--- config.mk ---
export PLATFORM = sky130hd
export DESIGN_NAME = id_decode_stage
export DESIGN_NICKNAME = d
export VERILOG_FILES = /design/src/rtl/id_decode_stage_pkg.sv /design/src/rtl/regfile_2r1w.sv /design/src/rtl/id_decode_stage.sv
export SDC_FILE = /design/constraint.sdc
export NUM_CORES = 2
export LEC_CHECK = 0
export ABC_AREA = 1
export CELL_PAD_IN_SITES_DETAIL_PLACEMENT = 0
export CELL_PAD_IN_SITES_GLOBAL_PLACEMENT = 2
export CORE_MARGIN = 4
export CORE_UTILIZATION = 36
export DETAILED_ROUTE_END_ITERATION = 16
export GPL_TIMING_DRIVEN = 0
export PLACE_DENSITY_LB_ADDON = 0.1
export SETUP_SLACK_MARGIN = 0.3
export SLEW_MARGIN = 20
export SYNTH_ARGS = -nofsm -noshare
export SYNTH_HDL_FRONTEND = slang
export SYNTH_SLANG_ARGS = --single-unit
--- constraint.sdc ---
create_clock -name clk -period 4.8 [get_ports clk]
set_input_delay 1.2 -clock clk [delete_from_list [all_inputs] [get_ports clk]]
set_output_delay 1.2 -clock clk [all_outputs]
set_load 0.02 [all_outputs]
--- src/rtl/id_decode_stage_pkg.sv ---
// Shared constants for the ID stage: datapath sizes, instruction field positions,
// opcode/funct values, ALU operation encodings and the opcode/funct decoder.
package id_decode_stage_pkg;

   localparam int DSIZE = 32;
   localparam int ASIZE = 5;
   localparam int NREG  = 1 << ASIZE;

   localparam int OPC_LSB = 26;
   localparam int RS_LSB  = 21;
   localparam int RT_LSB  = 16;
   localparam int RD_LSB  = 11;
   localparam int FN_LSB  = 0;
   localparam int IMM_LSB = 0;
   localparam int OPC_W   = 6;
   localparam int FN_W    = 6;
   localparam int IMM_W   = 16;

   typedef enum logic [2:0] {
      ALU_ADD = 3'd0,
      ALU_SUB = 3'd1,
      ALU_AND = 3'd2,
      ALU_OR  = 3'd3,
      ALU_XOR = 3'd4,
      ALU_NOR = 3'd5,
      ALU_SLT = 3'd6
   } aluop_e;

   localparam logic [5:0] OP_RTYPE = 6'h00;
   localparam logic [5:0] OP_ADDI  = 6'h08;
   localparam logic [5:0] OP_SLTI  = 6'h0A;
   localparam logic [5:0] OP_ANDI  = 6'h0C;
   localparam logic [5:0] OP_ORI   = 6'h0D;
   localparam logic [5:0] OP_XORI  = 6'h0E;

   localparam logic [5:0] FN_ADD = 6'h20;
   localparam logic [5:0] FN_SUB = 6'h22;
   localparam logic [5:0] FN_AND = 6'h24;
   localparam logic [5:0] FN_OR  = 6'h25;
   localparam logic [5:0] FN_XOR = 6'h26;
   localparam logic [5:0] FN_NOR = 6'h27;
   localparam logic [5:0] FN_SLT = 6'h2A;

   typedef struct packed {
      logic   legal;
      logic   is_r;
      aluop_e aluop;
   } dec_t;

   function automatic dec_t decode(input logic [5:0] opcode, input logic [5:0] funct);
      dec_t d;
      d.legal = 1'b1;
      d.is_r  = 1'b0;
      d.aluop = ALU_ADD;
      if (opcode == OP_RTYPE) begin
         d.is_r = 1'b1;
         case (funct)
            FN_ADD:  d.aluop = ALU_ADD;
            FN_SUB:  d.aluop = ALU_SUB;
            FN_AND:  d.aluop = ALU_AND;
            FN_OR:   d.aluop = ALU_OR;
            FN_XOR:  d.aluop = ALU_XOR;
            FN_NOR:  d.aluop = ALU_NOR;
            FN_SLT:  d.aluop = ALU_SLT;
            default: d.legal = 1'b0;
         endcase
      end else begin
         case (opcode)
            OP_ADDI: d.aluop = ALU_ADD;
            OP_ANDI: d.aluop = ALU_AND;
            OP_ORI:  d.aluop = ALU_OR;
            OP_XORI: d.aluop = ALU_XOR;
            OP_SLTI: d.aluop = ALU_SLT;
            default: d.legal = 1'b0;
         endcase
      end
      return d;
   endfunction

endpackage

--- src/rtl/regfile_2r1w.sv ---
// Register file with two combinational read ports and one synchronous write port;
// r0 is hardwired to zero and ignores writes.
module regfile_2r1w
   import id_decode_stage_pkg::*;
(
   input  logic             clk,
   input  logic             rst_n,
   input  logic             we_i,
   input  logic [ASIZE-1:0] waddr_i,
   input  logic [DSIZE-1:0] wdata_i,
   input  logic [ASIZE-1:0] raddr1_i,
   input  logic [ASIZE-1:0] raddr2_i,
   output logic [DSIZE-1:0] rdata1_o,
   output logic [DSIZE-1:0] rdata2_o
);

   logic [DSIZE-1:0] word [NREG];

   genvar gi;
   for (gi = 0; gi < NREG; gi++) begin : g_reg
      if (gi == 0) begin : g_zero
         assign word[gi] = '0;
      end else begin : g_word
         logic [DSIZE-1:0] word_q;
         always_ff @(posedge clk or negedge rst_n) begin
            if (!rst_n) begin
               word_q <= '0;
            end else if (we_i && waddr_i == ASIZE'(gi)) begin
               word_q <= wdata_i;
            end
         end
         assign word[gi] = word_q;
      end
   end

   assign rdata1_o = word[raddr1_i];
   assign rdata2_o = word[raddr2_i];

endmodule

--- src/rtl/id_decode_stage.sv ---
// Instruction decode with register file, writeback port and per-register pending scoreboard.
// Define WB_BYPASS_EN to forward the retiring writeback into reads and the hazard check.
module id_decode_stage
   import id_decode_stage_pkg::*;
(
   input  logic             clk,
   input  logic             rst,
   input  logic [31:0]      instr,
   input  logic             instr_valid,
   output logic             instr_ready,
   input  logic             wb_wen,
   input  logic [ASIZE-1:0] wb_waddr,
   input  logic [DSIZE-1:0] wb_wdata,
   output logic [2:0]       aluop_cntrl,
   output logic             alusrc_cntrl,
   output logic [DSIZE-1:0] rdata1,
   output logic [DSIZE-1:0] rdata2,
   output logic [DSIZE-1:0] signextender,
   output logic [ASIZE-1:0] waddr,
   output logic             illegal_op
);

`ifdef WB_BYPASS_EN
   localparam bit BYPASS = 1'b1;
`else
   localparam bit BYPASS = 1'b0;
`endif

   logic [OPC_W-1:0] opcode;
   logic [FN_W-1:0]  funct;
   logic [ASIZE-1:0] rs, rt, rd, dst;
   logic [DSIZE-1:0] rf_rd1, rf_rd2, op1, op2, sext;
   dec_t             dec;

   assign opcode = instr[OPC_LSB +: OPC_W];
   assign funct  = instr[FN_LSB +: FN_W];
   assign rs     = instr[RS_LSB +: ASIZE];
   assign rt     = instr[RT_LSB +: ASIZE];
   assign rd     = instr[RD_LSB +: ASIZE];
   assign dec    = decode(opcode, funct);
   assign dst    = dec.is_r ? rd : rt;
   assign sext   = {{(DSIZE-IMM_W){instr[IMM_LSB+IMM_W-1]}}, instr[IMM_LSB +: IMM_W]};

   regfile_2r1w u_regfile (
      .clk      (clk),
      .rst_n    (rst),
      .we_i     (wb_wen),
      .waddr_i  (wb_waddr),
      .wdata_i  (wb_wdata),
      .raddr1_i (rs),
      .raddr2_i (rt),
      .rdata1_o (rf_rd1),
      .rdata2_o (rf_rd2)
   );

   assign op1 = (BYPASS && wb_wen && wb_waddr == rs && rs != '0) ? wb_wdata : rf_rd1;
   assign op2 = (BYPASS && wb_wen && wb_waddr == rt && rt != '0) ? wb_wdata : rf_rd2;

   logic [1:0] cnt_q [NREG];
   logic [1:0] cnt_d [NREG];
   logic       illegal_q, illegal_d;
   logic       rs_busy, rt_busy, hazard, issue, fire;

   // A retiring write only frees the register early when bypassing is built in.
   function automatic logic eff_busy(input logic [1:0] cnt, input logic retiring);
      logic [1:0] eff;
      eff = cnt - {1'b0, BYPASS && retiring && cnt != 2'd0};
      return eff != 2'd0;
   endfunction

   assign rs_busy     = eff_busy(cnt_q[rs], wb_wen && wb_waddr == rs);
   assign rt_busy     = eff_busy(cnt_q[rt], wb_wen && wb_waddr == rt);
   assign hazard      = dec.legal && (rs_busy || (dec.is_r && rt_busy));
   assign instr_ready = !hazard;
   assign issue       = instr_valid && instr_ready;
   assign fire        = issue && dec.legal;

   always_comb begin
      aluop_cntrl  = 3'd0;
      alusrc_cntrl = 1'b0;
      rdata1       = '0;
      rdata2       = '0;
      signextender = '0;
      waddr        = '0;
      if (fire) begin
         aluop_cntrl  = dec.aluop;
         alusrc_cntrl = !dec.is_r;
         rdata1       = op1;
         rdata2       = op2;
         signextender = sext;
         waddr        = dst;
      end
   end

   always_comb begin
      for (int r = 0; r < NREG; r++) begin
         logic inc_r, dec_r;
         inc_r    = fire && r != 0 && dst == ASIZE'(r);
         dec_r    = wb_wen && wb_waddr == ASIZE'(r) && cnt_q[r] != 2'd0;
         cnt_d[r] = cnt_q[r] + {1'b0, inc_r} - {1'b0, dec_r};
      end
   end

   assign illegal_d = illegal_q | (issue && !dec.legal);

   always_ff @(posedge clk or negedge rst) begin
      if (!rst) begin
         for (int r = 0; r < NREG; r++) cnt_q[r] <= 2'd0;
         illegal_q <= 1'b0;
      end else begin
         cnt_q     <= cnt_d;
         illegal_q <= illegal_d;
      end
   end

   assign illegal_op = illegal_q;

endmodule

==> report_table.html <==
<table>
<tr><th>Metric</th><th>Value</th></tr>
<tr><th colspan="2">Status</th></tr>
<tr><td>Status</td><td>finished clean</td></tr>
<tr><th colspan="2">STA</th></tr>
<tr><td>Upper clock frequency limit</td><td>211 MHz</td></tr>
<tr><td>Headroom to the max-slew limit</td><td>11.3%</td></tr>
<tr><td>RSZ-0062 raised after global routing</td><td>yes</td></tr>
<tr><td>Setup clock skew after layout</td><td>0.0220 ns</td></tr>
<tr><td>Share of the clock period used by the worst path after layout</td><td>98.9%</td></tr>
<tr><td>Worst-Margin Slew</td><td>1.33 ns</td></tr>
<tr><td>Final number of max-transition violations</td><td>0</td></tr>
<tr><td>Total count of hold-check failures in the final report</td><td>0</td></tr>
<tr><td>Total of endpoints with negative setup slack in the final report</td><td>0</td></tr>
<tr><td>Final hold slack</td><td>0.250 ns</td></tr>
<tr><td>Final Worst Setup Slack</td><td>0.0541 ns</td></tr>
<tr><td>Period minus WS final</td><td>4.75 ns</td></tr>
<tr><th colspan="2">Floorplan</th></tr>
<tr><td>Placeable core region</td><td>163000 um^2</td></tr>
<tr><td>Effective utilization at floorplan</td><td>36.4%</td></tr>
<tr><td>Io pins</td><td>180</td></tr>
<tr><td>Horizontal die dimension</td><td>414 um</td></tr>
<tr><td>Site Rows</td><td>148</td></tr>
<tr><td>Die Height</td><td>414 um</td></tr>
<tr><td>Die Footprint</td><td>172000 um^2</td></tr>
<tr><th colspan="2">Logic synthesis</th></tr>
<tr><td>Warnings, synthesis</td><td>0</td></tr>
<tr><td>Number of library cell types mapped by synthesis</td><td>35</td></tr>
<tr><td>Sequential cell area fraction in the yosys report</td><td>44.5%</td></tr>
<tr><td>Net count of the mapped netlist</td><td>8420</td></tr>
<tr><td>Post-synthesis area per instance</td><td>7.17 um^2</td></tr>
<tr><td>Post-synthesis register bit count</td><td>1057</td></tr>
<tr><td>Area contributors post-synth</td><td>sky130_fd_sc_hd__dfrtp_1, sky130_fd_sc_hd__nand2_1, sky130_fd_sc_hd__o21ai_0</td></tr>
<tr><td>Instance count of the mapped netlist</td><td>8284</td></tr>
<tr><td>Proportion of netlist area held by the largest area contributor</td><td>44.5%</td></tr>
<tr><td>Netlist area before placement</td><td>59400 um^2</td></tr>
<tr><td>Leading area contributor after synthesis</td><td>sky130_fd_sc_hd__dfrtp_1</td></tr>
<tr><th colspan="2">GRT</th></tr>
<tr><td>Gr ovfl total</td><td>0</td></tr>
<tr><td>Via count of the first global-routing pass</td><td>64800</td></tr>
<tr><td>Global-route usage over all layers</td><td>48.5%</td></tr>
<tr><td>Antenna violations before repair</td><td>42</td></tr>
<tr><td>Maximum number of pins on one net before global-route repair</td><td>141</td></tr>
<tr><td>Global-route wire length before repair</td><td>572 mm</td></tr>
<tr><th colspan="2">Setup path</th></tr>
<tr><td>Critical path data arrival time</td><td>3.55 ns</td></tr>
<tr><td>Endpoint type of the worst setup path</td><td>primary output</td></tr>
<tr><td>Maximum fanout along the worst path</td><td>10</td></tr>
<tr><td>Critical path launch point type</td><td>input pin</td></tr>
<tr><td>Worst R2R Setup Slack</td><td>1.38 ns</td></tr>
<tr><td>Worst setup path class</td><td>in -&gt; out</td></tr>
<tr><td>Required time of the worst setup path</td><td>3.60 ns</td></tr>
<tr><th colspan="2">Drt</th></tr>
<tr><td>Via count</td><td>70100</td></tr>
<tr><td>Number of remaining DRC errors</td><td>0</td></tr>
<tr><td>Total routed wirelength</td><td>433 mm</td></tr>
<tr><td>Post-DR vias/cell</td><td>6.37</td></tr>
<tr><td>First-pass iteration count of the detailed router</td><td>8</td></tr>
<tr><td>Detail Route Antenna Nets</td><td>0</td></tr>
<tr><td>DRC violation total after the first TritonRoute iteration</td><td>11500</td></tr>
<tr><td>Routed wirelength normalized by instance count</td><td>39.4 um</td></tr>
<tr><th colspan="2">Flow run</th></tr>
<tr><td>Max-cap violations</td><td>0</td></tr>
<tr><th colspan="2">Placed design</th></tr>
<tr><td>Number of port buffers</td><td>174</td></tr>
<tr><td>HPWL after DPL</td><td>323 mm</td></tr>
<tr><td>Worst setup slack before clock tree synthesis</td><td>-3.15 ns</td></tr>
<tr><td>Final RePlAce weighted congestion</td><td>1.08</td></tr>
<tr><th colspan="2">CTS</th></tr>
<tr><td>Htree depth</td><td>4</td></tr>
<tr><td>Clock tree root driver cell</td><td>sky130_fd_sc_hd__clkbuf_16</td></tr>
<tr><td>Clock transition at the registers of the reported paths</td><td>0.06 ns</td></tr>
<tr><td>Clock tree from TritonCTS</td><td>done</td></tr>
<tr><td>Max Root-Sink Buffers</td><td>3</td></tr>
<tr><td>Later-pin clock latency in the skew report</td><td>0.83 ns</td></tr>
<tr><td>Total CTS buffers</td><td>135</td></tr>
<tr><td>Clock sink count</td><td>1057</td></tr>
<tr><td>Hold-fix buffer count after cts</td><td>0</td></tr>
<tr><th colspan="2">Pwr</th></tr>
<tr><td>Design Power</td><td>30.6 mW</td></tr>
<tr><td>Maximum vdd ir drop</td><td>0.000428 V</td></tr>
<tr><td>Power density cells</td><td>406 nW/um^2</td></tr>
<tr><td>Leakage power of the design</td><td>33.6 nW</td></tr>
<tr><th colspan="2">Cells and area</th></tr>
<tr><td>Final-layout fill cell count</td><td>16900</td></tr>
<tr><td># nets final</td><td>8820</td></tr>
<tr><td>Area Overhead vs Synth</td><td>26.7%</td></tr>
<tr><td>Fraction of layout instances using a drive strength above 1</td><td>14.4%</td></tr>
<tr><th colspan="2">Worst hold path</th></tr>
<tr><td>Worst Hold Class</td><td>in -&gt; async</td></tr>
</table>
-- cells by family (layout without fill, tap and decap cells) --
| family | after synthesis | count (layout) | synth area share (%) |
|---|---|---|---|
| AND/OR/NAND/NOR | 3718 | 3718 | 25.3 |
| AO/OA/AOI/OAI | 2286 | 2286 | 20.4 |
| buffers and inverters | 1097 | 1600 | 7.58 |
| flip-flops | 1057 | 1057 | 44.5 |
| adder cells (fa/ha/maj) | 63 | 63 | 1.33 |
| XOR/XNOR | 63 | 63 | 0.929 |
| other | 0 | 36 | 0 |
-- Yosys cell counts (all sizes together) --
library cell / count
nand4: 2
nor3: 3
o32ai: 1
o21ai: 1379
o22ai: 36
ha: 63
o211ai: 2
a211oi: 85
o21bai: 1
a221oi: 1
o31ai: 5
or2: 2
o311ai: 9
a22oi: 8
nand3: 798
nor2: 213
clkbuf: 514
dfrtp: 1057
inv: 312
nand2: 2699
xor2: 23
xnor2: 40
a32o: 65
a21oi: 694
clkinv: 1
nor4: 1
buf: 270
-- critical path: stages --
cell	delay (ns)
sky130_fd_sc_hd__buf_6	0.16
sky130_fd_sc_hd__clkinvlp_4	0.11
sky130_fd_sc_hd__buf_4	0.29
sky130_fd_sc_hd__buf_2	0.42
sky130_fd_sc_hd__o21ai_0	0.16
sky130_fd_sc_hd__o21ai_0	0.29
sky130_fd_sc_hd__a32o_2	0.37
sky130_fd_sc_hd__nand2_1	0.09
sky130_fd_sc_hd__nand2_1	0.12
sky130_fd_sc_hd__nor2_1	0.06
sky130_fd_sc_hd__clkdlybuf4s15_2	0.25
-- power breakdown --
group / total, mW / internal [mW] / switching (mW)
clock network: 10.9 / 6.24 / 4.62
registers: 12.4 / 10.7 / 1.73
logic: 7.31 / 2.39 / 4.92
-- registers in the layout, indices dropped and copies added (netlist names) --
| signal | cells |
|---|---|
| u_regfile.g.g_word.word_q | 992 |
| cnt_q | 64 |
| illegal_op | 1 |
-- metrics by stage --
step	instances	setup TNS, ns	area, um^2	util [%]
6_report	11000	0	75300	46.1
5_1_grt	11000	0	75200	46.0
3_5_place_dp	10700	-316.54	64500	39.5
4_1_cts	10900	0	74100	45.4
3_3_place_gp	10600	-	63900	39.1
2_1_floorplan	8284	0	59400	-
-- repair_timing --
action | in CTS | in global routing
endpoints found under the setup margin | 168 | 105
gates cloned | 11 | 9
resized for setup | 1702 | 420
buffers inserted | 33 | 16
pin swaps | 85 | 66
-- path summary, 6_finish.rpt --
| check | start | end | depth (start not counted) |
|---|---|---|---|
| worst max-delay path | instr[23] | rdata1[15] | 11 |
| worst min-delay path | rst | u_regfile.g_reg[2].g_word.word_q[4]$_DFFE_PN0P_ | 1 |
| worst max register to register | cnt_q[62]$_DFF_PN0_ | cnt_q[49]$_DFF_PN0_ | 20 |
| worst min register to register | cnt_q[63]$_DFF_PN0_ | cnt_q[63]$_DFF_PN0_ | 1 |
| max in group asynchronous | rst | u_regfile.g_reg[24].g_word.word_q[21]$_DFFE_PN0P_ | 4 |
| min in group clk | cnt_q[63]$_DFF_PN0_ | cnt_q[63]$_DFF_PN0_ | 1 |
-- final cells by class --
class	instances	area, um^2	area share (%)
clock buffers	196	3950	5.25
flip-flops and latches	1057	26500	35.1
inverters	313	1220	1.62
clock inverters	44	609	0.810
plain buffers	784	6650	8.84
repair buffers	263	3170	4.21
multi-input cells	6130	30400	40.4
well taps	2175	2720	3.62
diodes	36	90.1	0.120
-- layout by cell type (no fill, tap or decap), types with 36 or more instances in the layout --
master,instances
sky130_fd_sc_hd__o21ai_1,37
sky130_fd_sc_hd__nand3_1,770
sky130_fd_sc_hd__diode_2,36
sky130_fd_sc_hd__buf_6,108
sky130_fd_sc_hd__clkbuf_2,71
sky130_fd_sc_hd__clkbuf_8,87
sky130_fd_sc_hd__dfrtp_1,1057
sky130_fd_sc_hd__xnor2_1,40
sky130_fd_sc_hd__clkdlybuf4s50_1,58
sky130_fd_sc_hd__nand2_1,2595
sky130_fd_sc_hd__clkbuf_1,335
sky130_fd_sc_hd__inv_1,300
sky130_fd_sc_hd__nor2_1,188
sky130_fd_sc_hd__ha_1,63
sky130_fd_sc_hd__nand2_2,80
sky130_fd_sc_hd__a211oi_2,53
sky130_fd_sc_hd__buf_4,121
sky130_fd_sc_hd__a32o_1,46
sky130_fd_sc_hd__buf_8,49
sky130_fd_sc_hd__o21ai_0,1321
sky130_fd_sc_hd__a21oi_2,67
sky130_fd_sc_hd__clkbuf_4,56
sky130_fd_sc_hd__buf_2,51
sky130_fd_sc_hd__a21oi_1,624
sky130_fd_sc_hd__buf_16,44
sky130_fd_sc_hd__buf_12,58
sky130_fd_sc_hd__clkbuf_16,158
-- metal layers --
layer	wire, um	track usage (%)	vias to the layer above
li1	-	-	28400
met1	158000	59.2	34500
met2	175000	67.8	5497
met3	57400	18.4	1597
met4	43100	39.7	22
met5	156	0	-
No activity file was read; power rests on OpenSTA's default activity.
